`src/rtl/vx_pipeline_perf_unit.sv`:
```
`default_nettype none
// +--------------------------------------------------------------------------+
// | vx_pipeline_perf_unit: event/latency counters with snapshot bank          |
// | Revision: 1.0                                                             |
// +--------------------------------------------------------------------------+
module vx_pipeline_perf_unit #(
  parameter int CTR_BITS   = 44,
  parameter int NUM_EVENTS = 8,
  parameter int INC_BITS   = 3,
  parameter int NUM_LAT    = 2,
  parameter int OUT_BITS   = 8,
  parameter int SATURATE   = 0
) (
  input  logic                           clk,
  input  logic                           reset,
  input  logic                           enable,
  input  logic                           clear,
  input  logic                           snapshot,
  input  logic [NUM_EVENTS*INC_BITS-1:0] evt_inc,
  input  logic [NUM_LAT-1:0]             lat_req_fire,
  input  logic [NUM_LAT-1:0]             lat_rsp_fire,
  output logic [NUM_EVENTS*CTR_BITS-1:0] evt_count,
  output logic [NUM_LAT*CTR_BITS-1:0]    lat_total,
  output logic [NUM_LAT*CTR_BITS-1:0]    lat_count,
  output logic [NUM_LAT*OUT_BITS-1:0]    outstanding,
  output logic [NUM_EVENTS*CTR_BITS-1:0] snap_evt_count,
  output logic [NUM_LAT*CTR_BITS-1:0]    snap_lat_total,
  output logic [NUM_LAT*CTR_BITS-1:0]    snap_lat_count,
  output logic                           snap_valid,
  output logic [NUM_EVENTS+2*NUM_LAT-1:0] overflow,
  output logic [NUM_LAT-1:0]             proto_err
);

  localparam int NUM_OVF = NUM_EVENTS + 2*NUM_LAT;
  localparam logic [OUT_BITS-1:0] OUT_MAX = '1;

  logic [NUM_EVENTS-1:0][CTR_BITS-1:0] evt_q, evt_d, snap_evt_q, snap_evt_d;
  logic [NUM_LAT-1:0][CTR_BITS-1:0]    tot_q, tot_d, snap_tot_q, snap_tot_d;
  logic [NUM_LAT-1:0][CTR_BITS-1:0]    cnt_q, cnt_d, snap_cnt_q, snap_cnt_d;
  logic [NUM_LAT-1:0][OUT_BITS-1:0]    out_q, out_d;
  logic [NUM_OVF-1:0]                  ovf_q, ovf_d;
  logic [NUM_LAT-1:0]                  perr_q, perr_d;
  logic                                snap_valid_q, snap_valid_d;

  logic [NUM_EVENTS-1:0][CTR_BITS:0] evt_sum;
  logic [NUM_LAT-1:0][CTR_BITS:0]    tot_sum, cnt_sum;

  // The carry bit of the widened sum drives both the overflow flag and saturation.
  function automatic logic [CTR_BITS-1:0] fold(input logic [CTR_BITS:0] s);
    if ((SATURATE != 0) && s[CTR_BITS]) return '1;
    return s[CTR_BITS-1:0];
  endfunction

  always_comb begin
    evt_d        = evt_q;
    tot_d        = tot_q;
    cnt_d        = cnt_q;
    out_d        = out_q;
    ovf_d        = ovf_q;
    perr_d       = perr_q;
    snap_evt_d   = snap_evt_q;
    snap_tot_d   = snap_tot_q;
    snap_cnt_d   = snap_cnt_q;
    snap_valid_d = snapshot;

    for (int i = 0; i < NUM_EVENTS; i++) begin
      evt_sum[i] = {1'b0, evt_q[i]} + {1'b0, CTR_BITS'(evt_inc[i*INC_BITS +: INC_BITS])};
      if (enable) begin
        evt_d[i] = fold(evt_sum[i]);
        if (evt_sum[i][CTR_BITS]) ovf_d[i] = 1'b1;
      end
    end

    for (int j = 0; j < NUM_LAT; j++) begin
      // Latency accrues on the in-flight count as it stood entering this cycle.
      tot_sum[j] = {1'b0, tot_q[j]} + {1'b0, CTR_BITS'(out_q[j])};
      cnt_sum[j] = {1'b0, cnt_q[j]} + {1'b0, CTR_BITS'(lat_rsp_fire[j])};
      if (enable) begin
        tot_d[j] = fold(tot_sum[j]);
        cnt_d[j] = fold(cnt_sum[j]);
        if (tot_sum[j][CTR_BITS]) ovf_d[NUM_EVENTS + j] = 1'b1;
        if (cnt_sum[j][CTR_BITS]) ovf_d[NUM_EVENTS + NUM_LAT + j] = 1'b1;
      end

      case ({lat_req_fire[j], lat_rsp_fire[j]})
        2'b10: begin
          if (out_q[j] == OUT_MAX) perr_d[j] = 1'b1;
          else                     out_d[j]  = out_q[j] + OUT_BITS'(1);
        end
        2'b01: begin
          if (out_q[j] == '0) perr_d[j] = 1'b1;
          else                out_d[j]  = out_q[j] - OUT_BITS'(1);
        end
        default: ;
      endcase
    end

    // Trackers mirror real in-flight traffic, so clear leaves them alone.
    if (clear) begin
      evt_d  = '0;
      tot_d  = '0;
      cnt_d  = '0;
      ovf_d  = '0;
      perr_d = '0;
    end

    if (snapshot) begin
      snap_evt_d = evt_q;
      snap_tot_d = tot_q;
      snap_cnt_d = cnt_q;
    end
  end

  always_ff @(posedge clk or posedge reset) begin
    if (reset) begin
      evt_q        <= '0;
      tot_q        <= '0;
      cnt_q        <= '0;
      out_q        <= '0;
      ovf_q        <= '0;
      perr_q       <= '0;
      snap_evt_q   <= '0;
      snap_tot_q   <= '0;
      snap_cnt_q   <= '0;
      snap_valid_q <= 1'b0;
    end else begin
      evt_q        <= evt_d;
      tot_q        <= tot_d;
      cnt_q        <= cnt_d;
      out_q        <= out_d;
      ovf_q        <= ovf_d;
      perr_q       <= perr_d;
      snap_evt_q   <= snap_evt_d;
      snap_tot_q   <= snap_tot_d;
      snap_cnt_q   <= snap_cnt_d;
      snap_valid_q <= snap_valid_d;
    end
  end

  assign evt_count      = evt_q;
  assign lat_total      = tot_q;
  assign lat_count      = cnt_q;
  assign outstanding    = out_q;
  assign snap_evt_count = snap_evt_q;
  assign snap_lat_total = snap_tot_q;
  assign snap_lat_count = snap_cnt_q;
  assign snap_valid     = snap_valid_q;
  assign overflow       = ovf_q;
  assign proto_err      = perr_q;

endmodule
`default_nettype wire

```
`config.mk`:
```
export PLATFORM = sky130hd
export DESIGN_NAME = vx_pipeline_perf_unit
export DESIGN_NICKNAME = d
export VERILOG_FILES = /design/src/rtl/vx_pipeline_perf_unit.sv
export SDC_FILE = /design/constraint.sdc
export NUM_CORES = 2
export LEC_CHECK = 0
export ABC_AREA = 1
export CORE_AREA = 8 8 427 429
export CTS_CLUSTER_SIZE = 10
export DETAILED_ROUTE_END_ITERATION = 16
export DIE_AREA = 0 0 435 437
export PLACE_DENSITY_LB_ADDON = 0.08
export SLEW_MARGIN = 20
export SYNTH_ARGS = -nofsm -noshare
export SYNTH_HDL_FRONTEND = slang
export SYNTH_SLANG_ARGS = --single-unit
```
`constraint.sdc`:
```
create_clock -name clk -period 40.7 [get_ports clk]
set_input_delay 6.105 -clock clk [delete_from_list [all_inputs] [get_ports clk]]
set_output_delay 6.105 -clock clk [all_outputs]
set_load 0.01 [all_outputs]
```
Word-level counts from Yosys, hierarchy flattened --
Index checks and enable logic that the tools add are counted.
Operators by class: add/sub/neg operators 16, equal/unequal tests 14, mux-type cells 53, reductions and logical operators 35
Operators by type and width (number):
- $mux W44 | 12
- $add A44 B3 Y45 | 8
- $mux W352 | 1
- $mux W88 | 2
- $add A44 B1 Y45 | 2
- $add A44 B8 Y45 | 2
- $mux W8 | 4
- $pmux W8 S2 | 2
- $reduce_bool A2 Y1 | 15
- $mux W1 | 28
- $reduce_and A2 Y1 | 12
- $add A8 B1 Y8 const B | 2
- $eq A8 B8 Y1 const B | 2
- $logic_not A8 Y1 | 2
- $sub A8 B1 Y8 const B | 2
- $mux W12 | 1
- $ne A3 B3 Y1 const B | 4
- $reduce_and A3 Y1 | 4
- $ne A2 B2 Y1 const B | 4
- $reduce_bool A3 Y1 | 2
- $eq A2 B1 Y1 const B | 2
- $eq A2 B2 Y1 const B | 2
- $pmux W1 S2 | 2
- $mux W2 | 1
Word-level totals: bits in registers 1087, output and inout bits 1087

Logic depth before layout (Yosys ltp) --
depth in word-level cells 4, mapped depth 14, gate-level depth less buffers 14

Least setup slack after synthesis --
OpenSTA, ideal clock, no wires.
kind input to register, start point input evt_inc[12], end point register evt_q (netlist bit evt_count[204]), library setup time 0.117 ns, data arrival time 7.673 ns, setup slack 32.911 ns, cell stages on the path 11, path through ha_1 > inv_1 > fa_1 > o21ai_1 > nand2_1 > nor2_1 > nand2_1 > nor2_1 > nand2_1 > nor2_1 > nor2_1
Between the ends: word-level cells in the longest chain between the ends 3
Ends and longest elaborated chain:
- start: declaration | RTL line 19 | input logic [NUM_EVENTS*INC_BITS-1:0] evt_inc,
- $add A44 B3 Y45 | RTL line 67 | evt_sum[i] = {1'b0, evt_q[i]} + {1'b0, CTR_BITS'(evt_inc[i*INC_BITS +: INC_BITS])};
- $mux W44 | RTL line 68 | if (enable) begin
- $mux W352 | RTL line 99 | if (clear) begin
- end signal: assignment | RTL line 127 | evt_q <= evt_d;
- end: declaration | RTL line 37 | logic [NUM_EVENTS-1:0][CTR_BITS-1:0] evt_q, evt_d, snap_evt_q, snap_evt_d;
Every way passes these cells. The select of a mux whose other input is x is not followed. A chain may end at the register's enable or synchronous reset.

==> results.py <==
metrics = {
    "synthesis": {
        "synth_edf_count": 0,
        "synthesized_net_count": 7090,
        "postSynth.topFlopCell": "sky130_fd_sc_hd__dfrtp_1",
        "synth.top_cell.area_share_pct": 50.20,
        "yosys-top-cells-area": "sky130_fd_sc_hd__dfrtp_1, sky130_fd_sc_hd__nand2_1, sky130_fd_sc_hd__nor2_1, sky130_fd_sc_hd__a21oi_1, sky130_fd_sc_hd__inv_1",
        "synth-seq-cells": 1087,
        "netlist_area_um2": 54180,
        "synth_cells": 6985,
        "yosys_warnings": 0,
        "synth_sequential_area_ratio_pct": 50.20,
        "post_synth.cell_area_avg_um2": 7.757,
        "number_of_unique_standard_cell_types_used_by_synthesis": 46,
        "share_of_flip_flops_with_an_asynchronous_set_or_reset_pct": 100.0,
        "synth_area_leader_cell": "sky130_fd_sc_hd__dfrtp_1",
    },
    "global_route": {
        "gr-total-overflow": 0,
        "initial_antenna_violation_count": 10,
        "maximum_number_of_pins_on_one_net_before_global_route_repair": 170,
        "grt_util_all_layers_pct": 24.32,
        "vias_in_the_first_global_route": 50210,
        "global_route_wire_length_before_repair_um": 352400,
    },
    "pwr": {
        "totalPowerFinal_mw": 2.816,
        "power.density_nw_per_um2": 39.07,
        "comb_power_share_pct": 15.6,
        "clock_group_share_of_total_power_pct": 42.1,
        "leakagePower_nw": 30.51,
        "intPower_mw": 2.001,
        "p_seq_share_pct": 42.3,
        "ir_drop_v": 0.00003672,
        "switching_share_pct": 28.94,
        "power.switching_mw": 0.8149,
    },
    "worst_setup_path": {
        "startpoint_of_the_worst_slack_reg_to_reg_timing_path": "evt_count[132]$_DFFE_PP0P_",
        "crit_start": "reset",
        "cp.arrival_ps": 10640,
        "critical_path.cell_chain": "clkdlybuf4s50_1 > inv_8 > buf_4 > buf_4 > buf_12 > buf_4",
        "type_of_element_launching_the_critical_path": "input port",
        "worst_path_most_repeated_cell": "sky130_fd_sc_hd__buf_4",
        "slowest_stage": "sky130_fd_sc_hd__buf_4",
        "endpoint_kind": "async pin",
        "path_max_fanout": 154,
        "critical-path-max-stage-delay_ps": 890,
        "worst-setup-path-type": "input port to async pin",
        "required_time_at_the_worst_slack_endpoint_ps": 41440,
    },
    "cells_and_area": {
        "fillerInstances": 18020,
        "layout.cells.most_common": "sky130_fd_sc_hd__nand2_1",
        "final_cell_count_no_fill": 10510,
        "register_area_um2": 27200,
        "synthToLayoutAreaGrowth_pct": 33.03,
        "drive_gt1_share_pct": 5.133,
        "multi_input_comb_area_um2": 23220,
        "design.final.nets": 8190,
        "layout_common_cells": "sky130_fd_sc_hd__nand2_1, sky130_fd_sc_hd__nor2_1, sky130_fd_sc_hd__clkdlybuf4s50_1",
    },
    "die": {
        "floorplan.core_area_um2": 175300,
        "rows": 154,
        "initial_utilization_pct": 30.90,
        "die_outline_height_um": 437,
        "io_pins": 1120,
        "dieWidth_um": 435,
        "die_area_um2": 190100,
    },
    "place": {
        "place_congestion": 0.9144,
        "detailed_place_hpwl_um": 184200,
        "io_buffers": 1119,
        "dp_slack_ps": 29760,
        "place.detailed.instances": 10280,
    },
    "clock_network": {
        "clkLatencyLatePin_ps": 780,
        "postCtsSetupRepairBufs": 0,
        "h-tree-depth": 4,
        "number_of_buffers_created_by_cts": 139,
        "clk_pin_slew_worst_paths_ps": 60,
        "cts.repair.resized": 0,
        "cts.path.max_buffers": 3,
        "tritoncts_num_sinks": 1087,
        "ctsRootBufferMaster": "sky130_fd_sc_hd__clkbuf_16",
        "cts_tree": "done",
        "cts.hold.buffers_added": 0,
    },
    "sta": {
        "final-setup-viol-count": 0,
        "max_slew_margin_pct": 28.07,
        "fin_crit_sh_pct": 24.31,
        "hold_viol": 0,
        "fmax_mhz": 101.1,
        "clock-skew-final_ps": 32.99,
        "period_needed_ps": 9895,
        "worst-slew-pin-transition_ps": 1079,
        "fin_setup_tns_ps": 0,
        "rsz_0062_raised_after_global_routing": "false",
        "finalMaxSlewViolations": 0,
        "fin_ws_ps": 30800,
    },
    "drt": {
        "drt_wl_total_um": 240800,
        "drt-wirelength-per-cell_um": 22.91,
        "drc": 0,
        "drt_pass1_iterations": 6,
        "antenna_violating_nets_left": 0,
        "num_vias": 51760,
        "initialDrtViolationCount": 4140,
        "drt-vias-per-instance": 4.925,
    },
    "job": {
        "maxCapViolCount": 0,
    },
    "hold_path": {
        "timing.hold.worst.start": "overflow[4]$_DFFE_PP0P_",
        "min-delay-path-class": "flop to flop",
    },
    "run_status": {
        "outcome": "complete, no violations",
    },
}
==> power groups by stage <==
stage | clock network (mW) | logic [mW] | registers [mW]
after floorplan | 0 | 0.193 | 1.22
after CTS | 1.22 | 0.449 | 1.19
after global routing | 1.26 | 0.480 | 1.20
after detailed placement | 0 | 0.447 | 1.21
final | 1.19 | 0.439 | 1.19
after global placement | 0 | 0.444 | 1.21
==> cells by family (layout without fill, tap and decap cells) <==
kind of cell / after synthesis / after routing / share of synthesized area (%)
compound gates: 1006 / 1006 / 9.551
simple gates: 3686 / 3686 / 28.39
buf+inv: 978 / 2156 / 6.955
other cells: 0 / 7 / 0
flops: 1087 / 1087 / 50.20
fa+ha+maj: 72 / 72 / 1.829
xor+xnor: 36 / 36 / 0.5819
mux: 120 / 120 / 2.494
==> final timing paths <==
check	cells past startpoint	end	slack, ps
min	2	overflow[4]$_DFFE_PP0P_	470
min reg2reg	2	overflow[4]$_DFFE_PP0P_	470
max	6	snap_evt_count[329]$_DFFE_PP0P_	30800
max reg2reg	10	evt_count[156]$_DFFE_PP0P_	37740
min in group asynchronous	2	snap_evt_count[46]$_DFFE_PP0P_	5850
max in group clk	6	snap_evt_count[278]$_DFFE_PP0P_	31290
==> worst max-delay path, delay by kind of cell <==
| family | cells | cell delay, ps |
|---|---|---|
| buffers and inverters | 6 | 4130 |
==> cell usage after synthesis (2+ instances only) <==
cell and instances:
sky130_fd_sc_hd__a211oi_1 2, sky130_fd_sc_hd__a21oi_1 669, sky130_fd_sc_hd__a31oi_1 22, sky130_fd_sc_hd__and2_1 16, sky130_fd_sc_hd__and3_1 6, sky130_fd_sc_hd__buf_1 24
sky130_fd_sc_hd__buf_2 39, sky130_fd_sc_hd__buf_4 4, sky130_fd_sc_hd__buf_6 4, sky130_fd_sc_hd__clkbuf_1 127, sky130_fd_sc_hd__clkinv_1 2, sky130_fd_sc_hd__dfrtp_1 1087
sky130_fd_sc_hd__fa_1 12, sky130_fd_sc_hd__ha_1 60, sky130_fd_sc_hd__inv_1 775, sky130_fd_sc_hd__mux2_2 120, sky130_fd_sc_hd__nand2_1 1453, sky130_fd_sc_hd__nand3_1 336
sky130_fd_sc_hd__nand3b_1 9, sky130_fd_sc_hd__nand4_1 204, sky130_fd_sc_hd__nor2_1 1402, sky130_fd_sc_hd__nor2_2 33, sky130_fd_sc_hd__nor2_4 7, sky130_fd_sc_hd__nor2b_1 2
sky130_fd_sc_hd__nor3_1 176, sky130_fd_sc_hd__nor3_2 12, sky130_fd_sc_hd__nor3b_1 10, sky130_fd_sc_hd__nor4_1 9, sky130_fd_sc_hd__o21a_1 25, sky130_fd_sc_hd__o21ai_0 249
sky130_fd_sc_hd__o21ai_1 10, sky130_fd_sc_hd__o21bai_1 3, sky130_fd_sc_hd__o22ai_1 23, sky130_fd_sc_hd__or2_2 7, sky130_fd_sc_hd__xnor2_1 12, sky130_fd_sc_hd__xor2_1 24
==> per-layer routing <==
layer  global-route usage, %  share of wire (%)  vias up
met1                   29.66                 41    25020
met4                   11.53                5.2        0
met5                       0                  0        -
li1                        -                  -    24850
met3                   5.196                5.8      341
met2                   41.02                 48     1554
==> per-stage QoR <==
| stage | hold slack (ps) | cell area, um2 | util [%] |
|---|---|---|---|
| after CTS | 474.2 | 72060 | 41.10 |
| final | 470.8 | 72080 | 41.11 |
| after global placement | 457.6 | 67830 | 38.68 |
| after global routing | 515.2 | 72070 | 41.10 |
| after floorplan | 504.3 | 54180 | - |
| after detailed placement | 461.1 | 67830 | 38.68 |
==> flip-flops by register name (all words and copies together) (netlist names) <==
signal	flops
evt_count	352
snap_evt_count	352
lat_count	88
lat_total	88
snap_lat_count	88
snap_lat_total	88
outstanding	16
overflow	12
proto_err	2
snap_valid	1
==> layout make-up <==
type / instances / share of cell area, %
Sequential cell: 1087 / 37.74
Clock inverter: 26 / 0.3177
Multi-Input combinational cell: 4920 / 32.21
Tap cell: 2340 / 4.062
Antenna cell: 7 / 0.02430
Inverter: 779 / 4.088
Clock buffer: 193 / 5.562
Timing Repair Buffer: 1158 / 16.00
No activity file was read; power rests on OpenSTA's default activity.
